$ cat src/rtl/pipe_stage_slice_pkg.sv
// Shared definitions for the pipeline register slice: per-slice state
// encoding, MIPS control bundle bit positions and a small state helper.
package pipe_stage_slice_pkg;

    // Per-slice occupancy: main register only, or main plus skid register.
    typedef enum logic [1:0] {
        S_EMPTY = 2'b00,
        S_BUSY  = 2'b01,
        S_FULL  = 2'b10
    } slice_state_e;

    // Bit positions of the MIPS control bundle carried in the ctrl field.
    localparam int CTRL_MEM_WRITE  = 0;
    localparam int CTRL_MEM_READ   = 1;
    localparam int CTRL_MEM_TO_REG = 2;
    localparam int CTRL_REG_WRITE  = 3;

    // A slice can take a new entry unless both of its registers are occupied.
    function automatic logic slice_can_accept(input slice_state_e st);
        return (st != S_FULL);
    endfunction

endpackage

$ cat src/rtl/pipe_stage_slice_skid.sv
// One 2-entry register slice (main + skid) with a valid/ready handshake.
// in_ready is registered from the next state so the ready chain never
// forms a combinational path back from out_ready.
module pipe_stage_slice_skid
    import pipe_stage_slice_pkg::*;
#(
    parameter int CTRL_W = 4,
    parameter int DATA_W = 69
) (
    input  logic              clk,
    input  logic              reset,
    input  logic              flush,
    input  logic              in_valid,
    output logic              in_ready,
    input  logic [CTRL_W-1:0] in_ctrl,
    input  logic [DATA_W-1:0] in_data,
    output logic              out_valid,
    input  logic              out_ready,
    output logic [CTRL_W-1:0] out_ctrl,
    output logic [DATA_W-1:0] out_data
);

    slice_state_e      state_q,     state_d;
    logic [CTRL_W-1:0] main_ctrl_q, main_ctrl_d;
    logic [DATA_W-1:0] main_data_q, main_data_d;
    logic [CTRL_W-1:0] skid_ctrl_q, skid_ctrl_d;
    logic [DATA_W-1:0] skid_data_q, skid_data_d;
    logic              out_valid_q, out_valid_d;
    logic              in_ready_q,  in_ready_d;
    logic              accept_s;
    logic              drain_s;

    // Next-state and register updates; bubbles always carry a zeroed ctrl.
    always_comb begin
        state_d     = state_q;
        main_ctrl_d = main_ctrl_q;
        main_data_d = main_data_q;
        skid_ctrl_d = skid_ctrl_q;
        skid_data_d = skid_data_q;
        accept_s    = in_valid & in_ready_q;
        drain_s     = out_valid_q & out_ready;

        if (flush) begin
            // Drop everything in flight, including any entry offered now.
            state_d     = S_EMPTY;
            main_ctrl_d = '0;
            skid_ctrl_d = '0;
        end else begin
            case (state_q)
                S_EMPTY: begin
                    if (accept_s) begin
                        state_d     = S_BUSY;
                        main_ctrl_d = in_ctrl;
                        main_data_d = in_data;
                    end else begin
                        state_d = S_EMPTY;
                    end
                end
                S_BUSY: begin
                    if (accept_s && !drain_s) begin
                        state_d     = S_FULL;
                        skid_ctrl_d = in_ctrl;
                        skid_data_d = in_data;
                    end else if (accept_s && drain_s) begin
                        state_d     = S_BUSY;
                        main_ctrl_d = in_ctrl;
                        main_data_d = in_data;
                    end else if (drain_s) begin
                        state_d     = S_EMPTY;
                        main_ctrl_d = '0;
                    end else begin
                        state_d = S_BUSY;
                    end
                end
                S_FULL: begin
                    if (drain_s) begin
                        state_d     = S_BUSY;
                        main_ctrl_d = skid_ctrl_q;
                        main_data_d = skid_data_q;
                    end else begin
                        state_d = S_FULL;
                    end
                end
                default: begin
                    state_d     = S_EMPTY;
                    main_ctrl_d = '0;
                    skid_ctrl_d = '0;
                end
            endcase
        end

        out_valid_d = (state_d != S_EMPTY);
        in_ready_d  = slice_can_accept(state_d);
    end

    // State and payload registers; reset clears everything and holds in_ready low.
    always_ff @(posedge clk) begin
        if (reset) begin
            state_q     <= S_EMPTY;
            main_ctrl_q <= '0;
            main_data_q <= '0;
            skid_ctrl_q <= '0;
            skid_data_q <= '0;
            out_valid_q <= 1'b0;
            in_ready_q  <= 1'b0;
        end else begin
            state_q     <= state_d;
            main_ctrl_q <= main_ctrl_d;
            main_data_q <= main_data_d;
            skid_ctrl_q <= skid_ctrl_d;
            skid_data_q <= skid_data_d;
            out_valid_q <= out_valid_d;
            in_ready_q  <= in_ready_d;
        end
    end

    assign in_ready  = in_ready_q;
    assign out_valid = out_valid_q;
    assign out_ctrl  = main_ctrl_q;
    assign out_data  = main_data_q;

endmodule

$ cat src/rtl/pipe_stage_slice.sv
// Parametrised inter-stage pipeline register: DEPTH skid slices chained
// back to back, carrying a control and a data bundle bit-exact.
// reset and flush reach every slice in the same cycle.
module pipe_stage_slice
    import pipe_stage_slice_pkg::*;
#(
    parameter int CTRL_W = 4,
    parameter int DATA_W = 69,
    parameter int DEPTH  = 1
) (
    input  logic              clk,
    input  logic              reset,
    input  logic              flush,
    input  logic              in_valid,
    output logic              in_ready,
    input  logic [CTRL_W-1:0] in_ctrl,
    input  logic [DATA_W-1:0] in_data,
    output logic              out_valid,
    input  logic              out_ready,
    output logic [CTRL_W-1:0] out_ctrl,
    output logic [DATA_W-1:0] out_data
);

    // Index k is the input side of slice k; index DEPTH is the block output.
    logic [DEPTH:0]    valid_s;
    logic [DEPTH:0]    ready_s;
    logic [CTRL_W-1:0] ctrl_s [DEPTH+1];
    logic [DATA_W-1:0] data_s [DEPTH+1];

    assign valid_s[0]     = in_valid;
    assign ctrl_s[0]      = in_ctrl;
    assign data_s[0]      = in_data;
    assign in_ready       = ready_s[0];
    assign ready_s[DEPTH] = out_ready;
    assign out_valid      = valid_s[DEPTH];
    assign out_ctrl       = ctrl_s[DEPTH];
    assign out_data       = data_s[DEPTH];

    genvar k;
    generate
        for (k = 0; k < DEPTH; k++) begin : g_slice
            pipe_stage_slice_skid #(
                .CTRL_W (CTRL_W),
                .DATA_W (DATA_W)
            ) u_slice (
                .clk       (clk),
                .reset     (reset),
                .flush     (flush),
                .in_valid  (valid_s[k]),
                .in_ready  (ready_s[k]),
                .in_ctrl   (ctrl_s[k]),
                .in_data   (data_s[k]),
                .out_valid (valid_s[k+1]),
                .out_ready (ready_s[k+1]),
                .out_ctrl  (ctrl_s[k+1]),
                .out_data  (data_s[k+1])
            );
        end
    endgenerate

endmodule

$ cat config.mk
export PLATFORM = sky130hd
export DESIGN_NAME = pipe_stage_slice
export DESIGN_NICKNAME = d
export VERILOG_FILES = /design/src/rtl/pipe_stage_slice_pkg.sv /design/src/rtl/pipe_stage_slice_skid.sv /design/src/rtl/pipe_stage_slice.sv
export SDC_FILE = /design/constraint.sdc
export NUM_CORES = 1
export LEC_CHECK = 0
export CELL_PAD_IN_SITES_DETAIL_PLACEMENT = 1
export CELL_PAD_IN_SITES_GLOBAL_PLACEMENT = 2
export CORE_ASPECT_RATIO = 1.2
export CORE_MARGIN = 2
export CORE_UTILIZATION = 26
export CTS_BUF_LIST = sky130_fd_sc_hd__clkbuf_4 sky130_fd_sc_hd__clkbuf_8 sky130_fd_sc_hd__clkbuf_16
export DETAILED_ROUTE_END_ITERATION = 8
export PLACE_DENSITY = 0.8
export SYNTH_ARGS = -nofsm -noshare
export SYNTH_HDL_FRONTEND = slang
export SYNTH_SLANG_ARGS = --single-unit
$ cat constraint.sdc
create_clock -name clk -period 1.6 [get_ports clk]
set_input_delay 0.48 -clock clk [delete_from_list [all_inputs] [get_ports clk]]
set_output_delay 0.48 -clock clk [all_outputs]
set_load 0.05 [all_outputs]
After elaboration in Yosys (flattened, before gate mapping)
Index checks and enable logic that the tools add are counted.

Flip-flop bits (word level): 150. Input port bits: 78. Output and inout port bits: 75. Logic and storage cells: 52.

Equal/unequal tests: 9. Muxes and demuxes: 20. Bitwise gates (word level): 4. Reductions and logical operators: 12.

Operator list (number): $mux 69 (4); $pmux 69 s3 (1); $mux 4 (6); $pmux 4 s3 (1); $mux 2 (4); $ne 2x1->1 const B (4); $pmux 4 s2 (1); $pmux 2 s3 (1); $reduce_and 6->1 (1); $ne 2x2->1 const B (2); $reduce_and 4->1 (1); $reduce_or 2->1 (2); $ne 3x1->1 const B (1); $reduce_and 3->1 (1); $reduce_bool 3->1 (1); $and 1x1->1 (2); $eq 2x1->1 const B (1); $eq 2x2->1 const B (1); $logic_and 1x1->1 (2); $logic_not 2->1 (1); $mux 1 (2); $not 1->1 (2); $reduce_and 2->1 (1); $reduce_bool 2->1 (1); $logic_not 1->1 (1).

Depth between registers and ports, before layout
Gate-level depths: netlist of the first run.

Depth after elaboration: 7. Mapped depth: 8. Mapped depth without buffers: 4.

Least setup slack after synthesis of the first run
No wires, ideal clock.

Path kind: register to register. From: register g_slice[0].u_slice.in_ready_q. To: register g_slice[0].u_slice.skid_data_q[17]. Library setup time: 132 ps. Arrival: 1661 ps. Required time: 1468 ps. Slack: -193 ps. Cell stages (with the launch flop): 8. Path buffers: 3. Clock period less this slack: 1793 ps. Cell sequence: dfxtp_1 and3b_1 buf_2 nand3_1 buf_4 buf_2 nand2_1 a21oi_1.

Cells in the longest elaborated chain, start to end: 3.

Ends and longest elaborated chain: start, declared (RTL line pipe_stage_slice_skid.sv:29) `logic in_ready_q, in_ready_d;`; start signal, assigned (RTL line pipe_stage_slice_skid.sv:113) `in_ready_q <= in_ready_d;`; $and 1x1->1 (RTL line pipe_stage_slice_skid.sv:40) `accept_s = in_valid & in_ready_q;`; $logic_and 1x1->1 (RTL line pipe_stage_slice_skid.sv:60) `if (accept_s && !drain_s) begin`; $reduce_and 3->1 (no source line); end signal, assigned (RTL line pipe_stage_slice_skid.sv:111) `skid_data_q <= skid_data_d;`; end, declared (RTL line pipe_stage_slice_skid.sv:27) `logic [DATA_W-1:0] skid_data_q, skid_data_d;`.

No other way between the ends. A chain may end at the register's enable or synchronous reset.

Worst setup path after layout of the first run
From: register g_slice[0].u_slice.state_q[0]. To: register g_slice[0].u_slice.main_data_q[43].

Cells in the longest elaborated chain, start to end: 3. Elaborated cells on any way between the ends: 10. Those cells by class: eq/ne (6); mux (1); reduce/logical (3).

Ends and longest elaborated chain: start, declared (RTL line pipe_stage_slice_skid.sv:23) `slice_state_e state_q, state_d;`; start signal, assigned (RTL line pipe_stage_slice_skid.sv:107) `state_q <= state_d;`; $eq 2x1->1, or another cell as far along (RTL line pipe_stage_slice_skid.sv:49) `case (state_q)`; $ne 2x1->1 (no source line), or another cell as far along; $reduce_and 6->1 (no source line); end signal, assigned (RTL line pipe_stage_slice_skid.sv:109) `main_data_q <= main_data_d;`; end, declared (RTL line pipe_stage_slice_skid.sv:25) `logic [DATA_W-1:0] main_data_q, main_data_d;`.

Parallel ways exist; a longest one is shown, timed or not.

==> impl_metrics.yaml, run 1 <==
status:
  status: "complete, but fails checks"
  violations: "negative setup slack"
setup_path:
  reg2reg_setup_slack_ns: -0.07
  max_stage_delay_ns: 0.36
  criticalPathCategory: "register to register"
  crit_chain: "nand4b_1 -> o211ai_4 -> buf_12 -> buf_12 -> buf_8 -> a21oi_1 -> a311oi_1"
  crit_top_cell: "buf_12"
  worstPathArrival_ns: 1.99
  start_kind: "register"
  worstReg2RegStart: "g_slice[0].u_slice.state_q[0]$_SDFF_PP0_"
  path_delay_family: "compound AO/OA/AOI/OAI gates"
  crit_slowest_cell: "dfxtp_4"
  crit_path_max_fanout: 7
  end_kind: "register"
  ff2ff_path_depth: 7
  worstPathRequired_ns: 1.93
  r2r-end: "g_slice[0].u_slice.out_data[43]$_SDFFE_PP0P_"
  path_buf_inv: 3
timing:
  setup_tns_ns: -0.271
  hold_violations: 0
  slew_violations: 0
  rsz0062_at_grt: "true"
  fin_crit_sh_pct: 104
  max_freq_mhz: 600
  fin_ws_ns: -0.0675
  finClkSkew_ns: 0.00987
  relSlewSlack_pct: 80.6
  final-setup-viol-count: 13
  period_minus_slack_ns: 1.67
  worst_pin_slew_ns: 0.289
  timing.hold.ws_ns: 0.453
synth:
  synthesis.area_sq_um: 6190
  synth_cell_types: 32
  syn_nets: 758
  syn_inst: 680
  yosysSeqAreaShare_pct: 48.5
  yosys-top-cells-area: "dfxtp_1 49%, a21oi_1 12%, mux2i_1 11%"
  synth_ff_type: "dfxtp_1"
  synth_top_area_share_pct: 48.5
  synth-seq-cells: 150
  async_reset_ff_share_pct: 0
  syn_area_per_cell_sq_um: 9.10
  synth_edf_count: 0
  ys_warn_count: 0
  synth_area_leader_cell: "dfxtp_1"
drt:
  first_pass_iters: 4
  via_per_inst: 4.92
  drt-total-wl_microns: 21700
  drt-wirelength-per-cell_microns: 18.3
  drtIter0Drc: 212
  vias: 5840
  drcViolationCount: 0
  postRouteAntennaNets: 0
clock_network:
  htreeDepth: 4
  clkSinkCount: 150
  insertion_delay_ns: 0.42
  cts_buffers: 17
  cts_hold_buf: 0
  root_buffer: "clkbuf_16"
  path_clk_slew_ns: 0.07
  cts_tree: "done"
  clockBufferDepth: 2
global_routing:
  grt_pass1_vias: 5874
  grtUsageTotal_pct: 15.6
  grt_max_degree: 55
  grt_overflow: 0
  antenna_found_initial: 0
  grt_pass1_wl_microns: 31100
die:
  die_h_microns: 173
  io_pins: 153
  core_area_sq_um: 23300
  die_width_microns: 145
  start_util_pct: 26.6
  fp-row-count: 61
  dieArea_sq_um: 25100
job:
  drv_cap: 0
place:
  portBuffers: 152
  gp_congestion: 0.741
  place_hpwl_microns: 12800
  dpl-instance-area_sq_um: 9120
power_and_ir_drop:
  leakage_nw: 4.10
  p_per_area_nw_per_um2: 959
  vdd_ir_drop_max_uv: 693
finish:
  seqCellArea_sq_um: 3020
  fin_nets: 937
  antenna_cells: 0
  num-fill-cells: 2519
  final_area_sq_um: 10300
  finish.utilization_pct: 44.4
  mostFrequentLayoutCells: "146 x dfxtp_1, 143 x nand2_1, 130 x a21oi_1"
  multi_input_area_sq_um: 3030
  final_common_cell: "dfxtp_1"
  layout-drive-gt1-share_pct: 26.9
  area_growth_pct: 67.1
min_path:
  whs_path_depth: 2
  hold-path-endpoint: "g_slice[0].u_slice.skid_data_q[21]$_SDFFE_PP0P_"
  hp-start: "g_slice[0].u_slice.skid_data_q[21]$_SDFFE_PP0P_"
  hp-class: "register to register"
## state kept, by name (all words and copies together), names as in the netlist
| register | cells |
|---|---|
| g_slice.u_slice.state_q | 2 |
| g_slice.u_slice.out_data | 69 |
| g_slice.u_slice.out_ctrl | 4 |
| g_slice.u_slice.skid_data_q | 69 |
| g_slice.u_slice.skid_ctrl_q | 4 |
| g_slice.u_slice.in_ready | 1 |
| g_slice.u_slice.out_valid | 1 |
## where the power goes
part | total, mW | switching [mW] | internal, mW
sequential | 3.97 | 0.131 | 3.84
clock | 4.16 | 1.79 | 2.37
combinational | 1.78 | 0.889 | 0.894
## cell usage after synthesis, drive strengths merged, types with 2 or more instances
| cell type | number |
|---|---|
| clkbuf | 36 |
| a311oi | 69 |
| nand2 | 143 |
| buf | 36 |
| a22o | 4 |
| a22oi | 4 |
| dfxtp | 150 |
| nor2 | 2 |
| o2bb2ai | 4 |
| mux2i | 69 |
| a21oi | 143 |
| and3 | 2 |
## what timing repair did
action | in CTS | in global routing
resized for setup | 11 | 54
cloned | 2 | 9
setup endpoints to repair | 134 | 99
setup buffers | 3 | 14
pin swaps | 16 | 42
## area by class of cell
cell class	count	area share, %
repair buffers	232	31.8
clock inverters	15	1.80
flip-flops and latches	150	29.2
clock buffers	17	4.11
multi-input cells	457	29.2
well taps	315	3.81
inverters	1	0.0847
## metal layers
layer	track usage [%]	routed length, microns	part of all wire, %	vias to the layer above
met5	0	0	0	-
met4	4.57	237	1.1	0
met3	3.79	984	4.5	18
met2	26.4	11200	52	120
met1	19.5	9300	43	2862
li1	-	-	-	2840
## cells by family after synthesis
logic type | count (synthesis) | synth area share [%]
buf+inv | 73 | 6.22
flops | 150 | 48.5
simple gates | 157 | 10.2
compound gates | 230 | 23.8
mux | 69 | 11.2
xor+xnor | 1 | 0.141
## stage by stage
stage,power [mW],cells,setup WS [ns]
after floorplan,4.75,680,0.00566
after global placement,5.64,1130,-0.569
after detailed placement,5.67,1130,-0.675
after CTS,9.92,1167,0.000106
after global routing,10.3,1187,-0.142
final,9.92,1187,-0.0675
## worst min-delay path, cell delays in order (launching register included)
cell     delay [ns]
dfxtp_1        0.31
nand2_1        0.05
a21oi_1        0.05
## worst max-delay path by stage
stage | startpoint | to | cells past startpoint | slack (ns)
2_1_floorplan | g_slice[0].u_slice.in_ready$_SDFF_PP0_ | g_slice[0].u_slice.skid_data_q[17]$_SDFFE_PP0P_ | 7 | 0.006
3_3_place_gp | in_valid | g_slice[0].u_slice.out_data[24]$_SDFFE_PP0P_ | 7 | -0.57
3_5_place_dp | out_ready | g_slice[0].u_slice.out_data[40]$_SDFFE_PP0P_ | 7 | -0.67
4_1_cts | g_slice[0].u_slice.in_ready$_SDFF_PP0_ | g_slice[0].u_slice.out_data[22]$_SDFFE_PP0P_ | 7 | 0.0001
5_1_grt | g_slice[0].u_slice.state_q[0]$_SDFF_PP0_ | g_slice[0].u_slice.out_data[39]$_SDFFE_PP0P_ | 6 | -0.14
6_report | g_slice[0].u_slice.state_q[0]$_SDFF_PP0_ | g_slice[0].u_slice.out_data[43]$_SDFFE_PP0P_ | 7 | -0.07
(Power assumes the default switching activity.)
==> run 2: changes to the inputs <==
- CAP_MARGIN: unset -> 5
==> results of run 2 <==
Final layout, timing and power as in run 1 (identical DEF).
